**config.mk**
```make
export PLATFORM = sky130hd
export DESIGN_NAME = seg14_scan_driver
export DESIGN_NICKNAME = d
export VERILOG_FILES = /design/src/rtl/seg14_scan_driver.sv
export SDC_FILE = /design/constraint.sdc
export NUM_CORES = 1
export LEC_CHECK = 0
export BUFFER_PORTS_ARGS = -buffer_cell sky130_fd_sc_hd__buf_2
export CAP_MARGIN = 5
export CORE_UTILIZATION = 55
export CTS_CLUSTER_SIZE = 20
export DETAILED_ROUTE_END_ITERATION = 12
export PLACE_DENSITY = 0.86
export SYNTH_ARGS = -nofsm -noshare
export SYNTH_HDL_FRONTEND = slang
export SYNTH_SLANG_ARGS = --single-unit
```
**constraint.sdc**
```tcl
create_clock -name clk -period 2.2 [get_ports clk]
set_input_delay 0.11 -clock clk [delete_from_list [all_inputs] [get_ports clk]]
set_output_delay 0.11 -clock clk [all_outputs]
set_load 0.01 [all_outputs]
```
**src/rtl/seg14_scan_driver.sv**
```systemverilog
// Time-multiplexed 14-segment scan driver: one-hot digit select, writable message buffer,
// slot prescaler, frame-based horizontal scrolling and blanking. `SEG14_DIM_EN adds PWM dimming.
module seg14_scan_driver #(
    parameter int N_DIGITS      = 12,
    parameter int SEG_W         = 14,
    parameter int MSG_LEN       = 16,
    parameter int PRESCALE      = 1,
    parameter int SCROLL_FRAMES = 4
) (
    input  logic                       clk,
    input  logic                       rst_n,
    input  logic                       wr_en,
    input  logic [$clog2(MSG_LEN)-1:0] wr_addr,
    input  logic [SEG_W-1:0]           wr_data,
    input  logic                       scroll_en,
    input  logic                       blank,
`ifdef SEG14_DIM_EN
    input  logic [2:0]                 bright,
`endif
    output logic [N_DIGITS-1:0]        sel,
    output logic [SEG_W-1:0]           segm,
    output logic                       frame_tick
);

    localparam int AW  = $clog2(MSG_LEN);
    localparam int AW1 = AW + 1;
    localparam int DW  = (N_DIGITS > 1) ? $clog2(N_DIGITS) : 1;
    localparam int PW  = (PRESCALE > 1) ? $clog2(PRESCALE) : 1;
    localparam int FW  = (SCROLL_FRAMES > 1) ? $clog2(SCROLL_FRAMES) : 1;

    localparam logic [PW-1:0]  PS_LAST  = PW'(PRESCALE - 1);
    localparam logic [DW-1:0]  DG_LAST  = DW'(N_DIGITS - 1);
    localparam logic [FW-1:0]  FR_LAST  = FW'(SCROLL_FRAMES - 1);
    localparam logic [AW-1:0]  OFF_LAST = AW'(MSG_LEN - 1);
    localparam logic [AW1-1:0] ML       = AW1'(MSG_LEN);

    logic [PW-1:0]    pcnt;
    logic [DW-1:0]    digit;
    logic [AW-1:0]    offset;
    logic [FW-1:0]    frame_cnt;
    logic [SEG_W-1:0] mem [MSG_LEN];

    logic                slot_tick;
    logic                frame_end;
    logic                wr_ok;
    logic                show;
    logic [AW1-1:0]      rd_sum;
    logic [AW-1:0]       rd_idx;
    logic [N_DIGITS-1:0] sel_nxt;

    assign slot_tick = (pcnt == PS_LAST);
    assign frame_end = slot_tick && (digit == DG_LAST);
    assign wr_ok     = wr_en && ({1'b0, wr_addr} < ML);

    // offset + digit < 2*MSG_LEN, so a single conditional subtract reduces it
    assign rd_sum = {1'b0, offset} + AW1'(digit);
    assign rd_idx = (rd_sum >= ML) ? AW'(rd_sum - ML) : AW'(rd_sum);

    always_comb begin
        sel_nxt        = '0;
        sel_nxt[digit] = 1'b1;
    end

`ifdef SEG14_DIM_EN
    // On-time within a slot scales with bright in eighths of PRESCALE
    assign show = !blank && (int'(pcnt) < ((int'(bright) + 1) * PRESCALE) / 8);
`else
    assign show = !blank;
`endif

    always_ff @(posedge clk or negedge rst_n) begin
        if (!rst_n) begin
            pcnt       <= '0;
            digit      <= '0;
            offset     <= '0;
            frame_cnt  <= '0;
            sel        <= '0;
            segm       <= '0;
            frame_tick <= 1'b0;
            for (int i = 0; i < MSG_LEN; i++) mem[i] <= '0;
        end else begin
            pcnt <= slot_tick ? '0 : pcnt + 1'b1;
            if (slot_tick)
                digit <= (digit == DG_LAST) ? '0 : digit + 1'b1;

            if (frame_end && scroll_en) begin
                if (frame_cnt == FR_LAST) begin
                    frame_cnt <= '0;
                    offset    <= (offset == OFF_LAST) ? '0 : offset + 1'b1;
                end else begin
                    frame_cnt <= frame_cnt + 1'b1;
                end
            end

            // Read below sees the pre-edge contents, so a same-cycle write reads old data
            if (wr_ok) mem[wr_addr] <= wr_data;

            sel        <= sel_nxt;
            segm       <= show ? mem[rd_idx] : '0;
            frame_tick <= frame_end;
        end
    end

endmodule

```
==> results of run 1 <==
[metal layers]
metal,global-route usage,vias up,wire (µm)
li1,-,2783,-
met1,0.334,3541,10700
met2,0.430,186,12900
met3,0.0481,63,1220
met4,0.0781,0,901
met5,0,-,0
[path summary, 6_finish.rpt]
path	startpoint	endpoint	slack, ns
max in group asynchronous	rst_n	mem[162]	1.29
hold reg to reg	mem[185]	mem[185]	0.50
hold / removal	wr_data[3]	mem[157]	0.02
setup reg to reg	offset[0]	segm[10]	-0.02
setup / recovery	offset[0]	segm[10]	-0.02
min in group asynchronous	rst_n	mem[160]	0.07
[cell usage in the layout (no fill, tap or decap), drive strengths merged, types with 2 or more instances in the layout]
master       count
and2            11
nand3            4
o22ai           14
buf             91
inv              2
nor2b            3
nand2            4
a21o             3
nand3b           4
mux2           227
diode            2
clkinv           6
dlygate4sd3      2
mux2i           30
clkbuf          32
nand4            2
nand2b           3
dfrtp          260
or3              3
mux4            56
clkinvlp         4
nor2            13
o21ai            2
xnor2            2
bufinv           6
a21oi            2
ha               9
[report_power, final]
| group | leakage, µW | switching, µW | internal, µW |
|---|---|---|---|
| sequential | 0.00323 | 547 | 5790 |
| combinational | 0.00216 | 786 | 1380 |
| clock | 0.000464 | 1860 | 3020 |
[stage by stage]
stage / TNS [ns] / setup WS, ns / utilization / cells
floorplan: 0 / 0.00309 / - / 716
global placement: 0 / 0.0621 / 0.606 / 1023
detailed placement: 0 / 0.0108 / 0.606 / 1023
CTS: 0 / 0.000822 / 0.654 / 1073
global route: -0.490 / -0.0886 / 0.655 / 1074
finish: -0.0303 / -0.0249 / 0.655 / 1075
[kinds of logic after synthesis]
group           synth area share
mux                        0.359
flops                      0.567
buf+inv                   0.0230
simple gates              0.0243
compound gates            0.0128
fa+ha+maj                 0.0116
xor+xnor                 0.00294
[cell usage after synthesis (2+ instances only)]
cell type	number	share of area
a21oi_1	2	0.00087
nand2_1	4	0.0013
inv_1	2	0.00065
nand2b_1	3	0.0016
a21o_1	3	0.0020
and2_1	11	0.0060
mux2_2	226	0.22
buf_2	22	0.0096
mux2i_1	30	0.026
ha_1	9	0.0098
nand4_1	2	0.0011
xnor2_1	2	0.0015
nand3b_1	4	0.0026
nor2b_1	3	0.0016
or3_1	3	0.0016
nor2_1	13	0.0043
o22ai_1	14	0.0076
dfrtp_1	260	0.57
clkbuf_1	25	0.0082
nand3_1	4	0.0017
o21ai_0	2	0.00087
mux4_2	56	0.11
buf_4	7	0.0046
[final cells by class]
class | count | area [µm²] | area share
diodes | 2 | 5.00 | 0.000375
clock buffers | 32 | 713 | 0.0535
clock inverters | 16 | 259 | 0.0194
inverters | 2 | 7.51 | 0.000563
multi-input cells | 400 | 4740 | 0.355
flip-flops and latches | 260 | 6510 | 0.488
well taps | 270 | 338 | 0.0253
repair buffers | 93 | 766 | 0.0574
[registers in the layout, indices dropped and copies added, names as in the netlist]
signal	count
mem	224
offset	4
digit	4
sel	11
frame_cnt	2
frame_tick	1
segm	14
[what timing repair did]
item | in CTS | in global routing
resized for setup | 0 | 1
setup endpoints to repair | 0 | 13
hold buffers | 2 | 0
hold endpoints to repair | 263 | 0
[worst max-delay path, stage by stage (launching register included)]
cell and delay [ns]:
dfrtp_1 0.42, ha_4 0.18, fa_2 0.60, buf_12 0.21
mux4_2 0.36, mux2i_2 0.21, o22ai_1 0.11
==> impl_metrics.toml, run 1 <==
[floorplanning]
io_pins = 50
die_y_um = 146
num_rows = 52
core_region_area_um2 = 20400
start_util = 0.564
die_w_um = 146
dieArea_um2 = 21500

[sta]
setup_viol = 2
maxSlewHeadroom = 0.602
hold_violations = 0
worst_slew_pin_slew_ns = 0.595
finalCritPeriodShare = 1.01
min_period_ns = 2.22
worst_clock_skew_ns = 0.0276
rsz0062_at_grt = "true"
slew_violations = 0
hold_ws_ns = 0.0245
fin_ws_ns = -0.0249
fmax_mhz = 449

[global_route]
grt_pass1_vias = 7410
grt_antenna_before_repair = 1
grt_pass1_wl_um = 41500
track_usage = 0.254
grt_max_degree = 105
overflow = 0

[run_status]
status = "finished with violations"
violations = "negative setup slack"

[route]
via_count = 6573
viasPerCell = 6.11
route.detailed.drc = 0
routedWlPerCell_um = 24.0
ant_nets = 0
routed_wl_um = 25800
drtIter0Drc = 452
drt-pass1-iter-count = 4

[worst_setup_path]
end_kind = "flip-flop"
required_ns = 2.59
worst-path-max-fanout = 26
path_class = "flip-flop to flip-flop"
startpoint_type = "flip-flop"
ff2ff_path_depth = 6
cp.arrival_ns = 2.62

[power]
total_power_uw = 13400
p_leak_uw = 0.00585
power_density_nw_per_um2 = 1000
vdd_ir_drop_max_uv = 663

[clocking]
htree_num_levels = 1
clk_latency_ns = 0.54
cts.sinks = 260
cts_buffers = 26
clockRootBuffer = "clkbuf_16"
cts_tree = "done"
post_cts_buffers = 0
clkTransAtPathRegs_ns = 0.06
cts.path.max_buffers = 3

[logic_synthesis]
async_flop_share = 1.00
syn_avg_cell_area_um2 = 16.0
syn_inst = 716
ys_seq_area_frac = 0.567
syn_area_um2 = 11500
synth-main-ff-cell = "dfrtp_1"
yosys_register_bits = 260
synth_enable_flop_cells = 0
ys_warn_count = 0
ys_types = 32
synth_nets = 749

[placement]
dp.final_hpwl_um = 16300
io_buffers = 49
dpl-instance-area_um2 = 12300
gp_congestion = 0.822

[final_layout]
drive_gt1_frac = 0.527
fill_cells = 1338
fin_area_um2 = 13300
area_growth_pct = 16.2
nets = 816

[hold_path]
hold_depth = 2
hold_path_class = "primary input to flip-flop"

[run]
maxCapViolations = 0
(Power assumes the default switching activity.)
==> inputs of run 2 (changes only) <==
--- a/config.mk
+++ b/config.mk
@@ -5,12 +5,13 @@
 export SDC_FILE = /design/constraint.sdc
 export NUM_CORES = 1
 export LEC_CHECK = 0
+export ABC_AREA = 1
 export BUFFER_PORTS_ARGS = -buffer_cell sky130_fd_sc_hd__buf_2
 export CAP_MARGIN = 5
-export CORE_UTILIZATION = 55
+export CORE_UTILIZATION = 56
 export CTS_CLUSTER_SIZE = 20
 export DETAILED_ROUTE_END_ITERATION = 12
-export PLACE_DENSITY = 0.86
+export PLACE_DENSITY = 0.87
 export SYNTH_ARGS = -nofsm -noshare
 export SYNTH_HDL_FRONTEND = slang
 export SYNTH_SLANG_ARGS = --single-unit
==> run 2 against run 1 <==
Against the previous run:
- the flow now finishes without violations
- via count rose by 54%
- setup slack improved by 0.099 ns
- final cell count rose by 62%
- critical endpoint is now segm[4]
- largest cell class unchanged
- largest power group unchanged
==> impl_metrics.toml, run 2 <==
[power]
p_switching_uw = 4450
clockPowerShare = 0.293
p_comb_frac = 0.250
p_int_uw = 9240
total_power_uw = 13700
swShare = 0.325
power_density_nw_per_um2 = 1040
p_leak_uw = 0.00653
vdd_ir_drop_max_uv = 551
seq_power_share = 0.457

[hold_path]
hold_depth = 3
hold_path_class = "primary input to flip-flop"

[global_route]
overflow = 0
grt_pass1_vias = 9901
track_usage = 0.294
grt_pass1_wl_um = 50300
grt_max_degree = 94
grt_antenna_before_repair = 0

[logic_synthesis]
synth_top_cell_by_area = "dfrtp_1"
syn_inst = 1438
ys_warn_count = 0
async_flop_share = 1.00
yosysMostFrequentCell = "nand2_1"
ys_types = 27
syn_area_um2 = 11800
yosys-top-cells-area = "dfrtp_1, nand2_1, o21ai_0, nand3_1, nor2_1"
synth-main-ff-cell = "dfrtp_1"
ys_seq_area_frac = 0.554
synth_enable_flop_cells = 0
synth_top_area_share = 0.554
yosys_register_bits = 260
syn_avg_cell_area_um2 = 8.17
synth_common_cells = "nand2_1, dfrtp_1, o21ai_0"
synth_nets = 1471

[sta]
min_period_ns = 2.13
rsz0062_at_grt = "true"
hold_violations = 0
worst_slew_pin_slew_ns = 0.812
fmax_mhz = 470
finalCritPeriodShare = 0.966
setup_viol = 0
fin_tns_setup_ns = 0
slew_violations = 0
maxSlewHeadroom = 0.458
worst_clock_skew_ns = 0.00996

[floorplanning]
num_rows = 52
die_y_um = 147
core_region_area_um2 = 20400
start_util = 0.575
dieArea_um2 = 21600
die_w_um = 147
io_pins = 50

[clocking]
cts_buffers = 25
htree_num_levels = 1
clkTransAtPathRegs_ns = 0.06
cts.path.max_buffers = 3
cts_tree = "done"
clk_latency_ns = 0.52
clockRootBuffer = "clkbuf_16"
cts.sinks = 260

[route]
ant_nets = 0
drtIter0Drc = 1013
routed_wl_um = 32000
drt-pass1-iter-count = 5
route.detailed.drc = 0
viasPerCell = 5.84
via_count = 10152
routedWlPerCell_um = 18.4

[final_layout]
layout_commonest_cell = "nand2_1"
final_cell_mix = "nand2_1, dfrtp_1, o21ai_0, nand3_1, nor2_1"
reg_top3 = "mem x224, segm x14, sel x11"
antennaDiodeCount = 0
nets = 1485
drive_gt1_frac = 0.106
area_growth_pct = 11.7
largest_reg_flops = 224
fin_util = 0.643
regMostFlops = "mem"

[worst_setup_path]
required_ns = 2.61
r2r_setup_slack_ns = 0.07
startpoint_type = "flip-flop"
ff2ff_path_depth = 9
path_class = "flip-flop to flip-flop"
cp.arrival_ns = 2.53
worst-path-max-fanout = 14
end_kind = "flip-flop"

[run_status]
status = "finished, final reports clean"

[placement]
io_buffers = 49
gp_congestion = 0.790
dp.final_hpwl_um = 17200

[run]
maxCapViolations = 0
## run 2: cell types whose count changed in the layout (fill, tap and decap cells not counted), sizes merged, moves of 56 or more
| cell | change |
|---|---|
| a21oi | +71 |
| mux2 | -226 |
| mux4 | -56 |
| nand2 | +566 |
| nor2 | +78 |
| o21ai | +170 |
| nand3 | +119 |
## run 2: worst max-delay path: stages, from the launching register on
cell	delay, ns
dfrtp_1	0.42
ha_4	0.18
fa_2	0.61
buf_4	0.18
buf_8	0.20
nand3_1	0.10
nand2_1	0.07
nand2_1	0.05
a21oi_1	0.15
nor2_1	0.06
## run 2: cell type report
cell class	count	area, µm²
tap	270	338
inverter	36	139
fill	1588	7300
multi-input combinational	1048	4700
sequential	260	6510
timing repair buffer	81	698
clock buffer	38	714
clock inverter	6	32.5
## run 2: repair_timing
action,4_1_cts,5_1_grt
setup endpoints to repair,0,7
resized for setup,0,2
hold endpoints to repair,64,0
hold buffers,2,0
setup buffers,0,1
## run 2: stage by stage
stage | area (µm²) | hold slack (ns) | setup WS [ns] | std cells
after floorplan | 11800 | -0.186 | 0.103 | 1438
after global placement | 12300 | 0.0927 | 0.147 | 1688
after detailed placement | 12300 | 0.0975 | 0.110 | 1688
after CTS | 13000 | 0.0797 | 0.0501 | 1734
after global routing | 13100 | 0.110 | -0.0175 | 1739
final | 13100 | 0.0900 | 0.0743 | 1739
## run 2: metal layers
| layer | GRT usage | vias up | part of all wire | routed length (µm) |
|---|---|---|---|---|
| met1 | 0.380 | 4826 | 0.38 | 12100 |
| met4 | 0.148 | 0 | 0.051 | 1620 |
| li1 | - | 4640 | - | - |
| met2 | 0.478 | 549 | 0.47 | 15000 |
| met3 | 0.0528 | 137 | 0.10 | 3300 |
| met5 | 0 | - | 0 | 0 |
## run 2: logic make-up after synthesis
logic type,count (synthesis),synth area share
compound gates,247,0.109
xor+xnor,3,0.00224
fa+ha+maj,10,0.0113
buf+inv,130,0.0482
flops,260,0.554
mux,1,0.000958
simple gates,787,0.274
## run 2: final timing paths
path | startpoint | to
max in group asynchronous | rst_n | mem[41]
min in group asynchronous | rst_n | mem[99]
max | offset[0] | segm[4]
min reg2reg | mem[55] | mem[55]
min | wr_data[1] | mem[127]
max reg2reg | offset[0] | segm[4]
## run 2: power by group through the flow
stage	clock [µW]	sequential (µW)	combinational [µW]
finish	4010	6260	3430
global route	4220	6360	3840
CTS	4030	6240	3190
detailed placement	0	6310	3120
global placement	0	6260	2990
floorplan	0	6200	2250
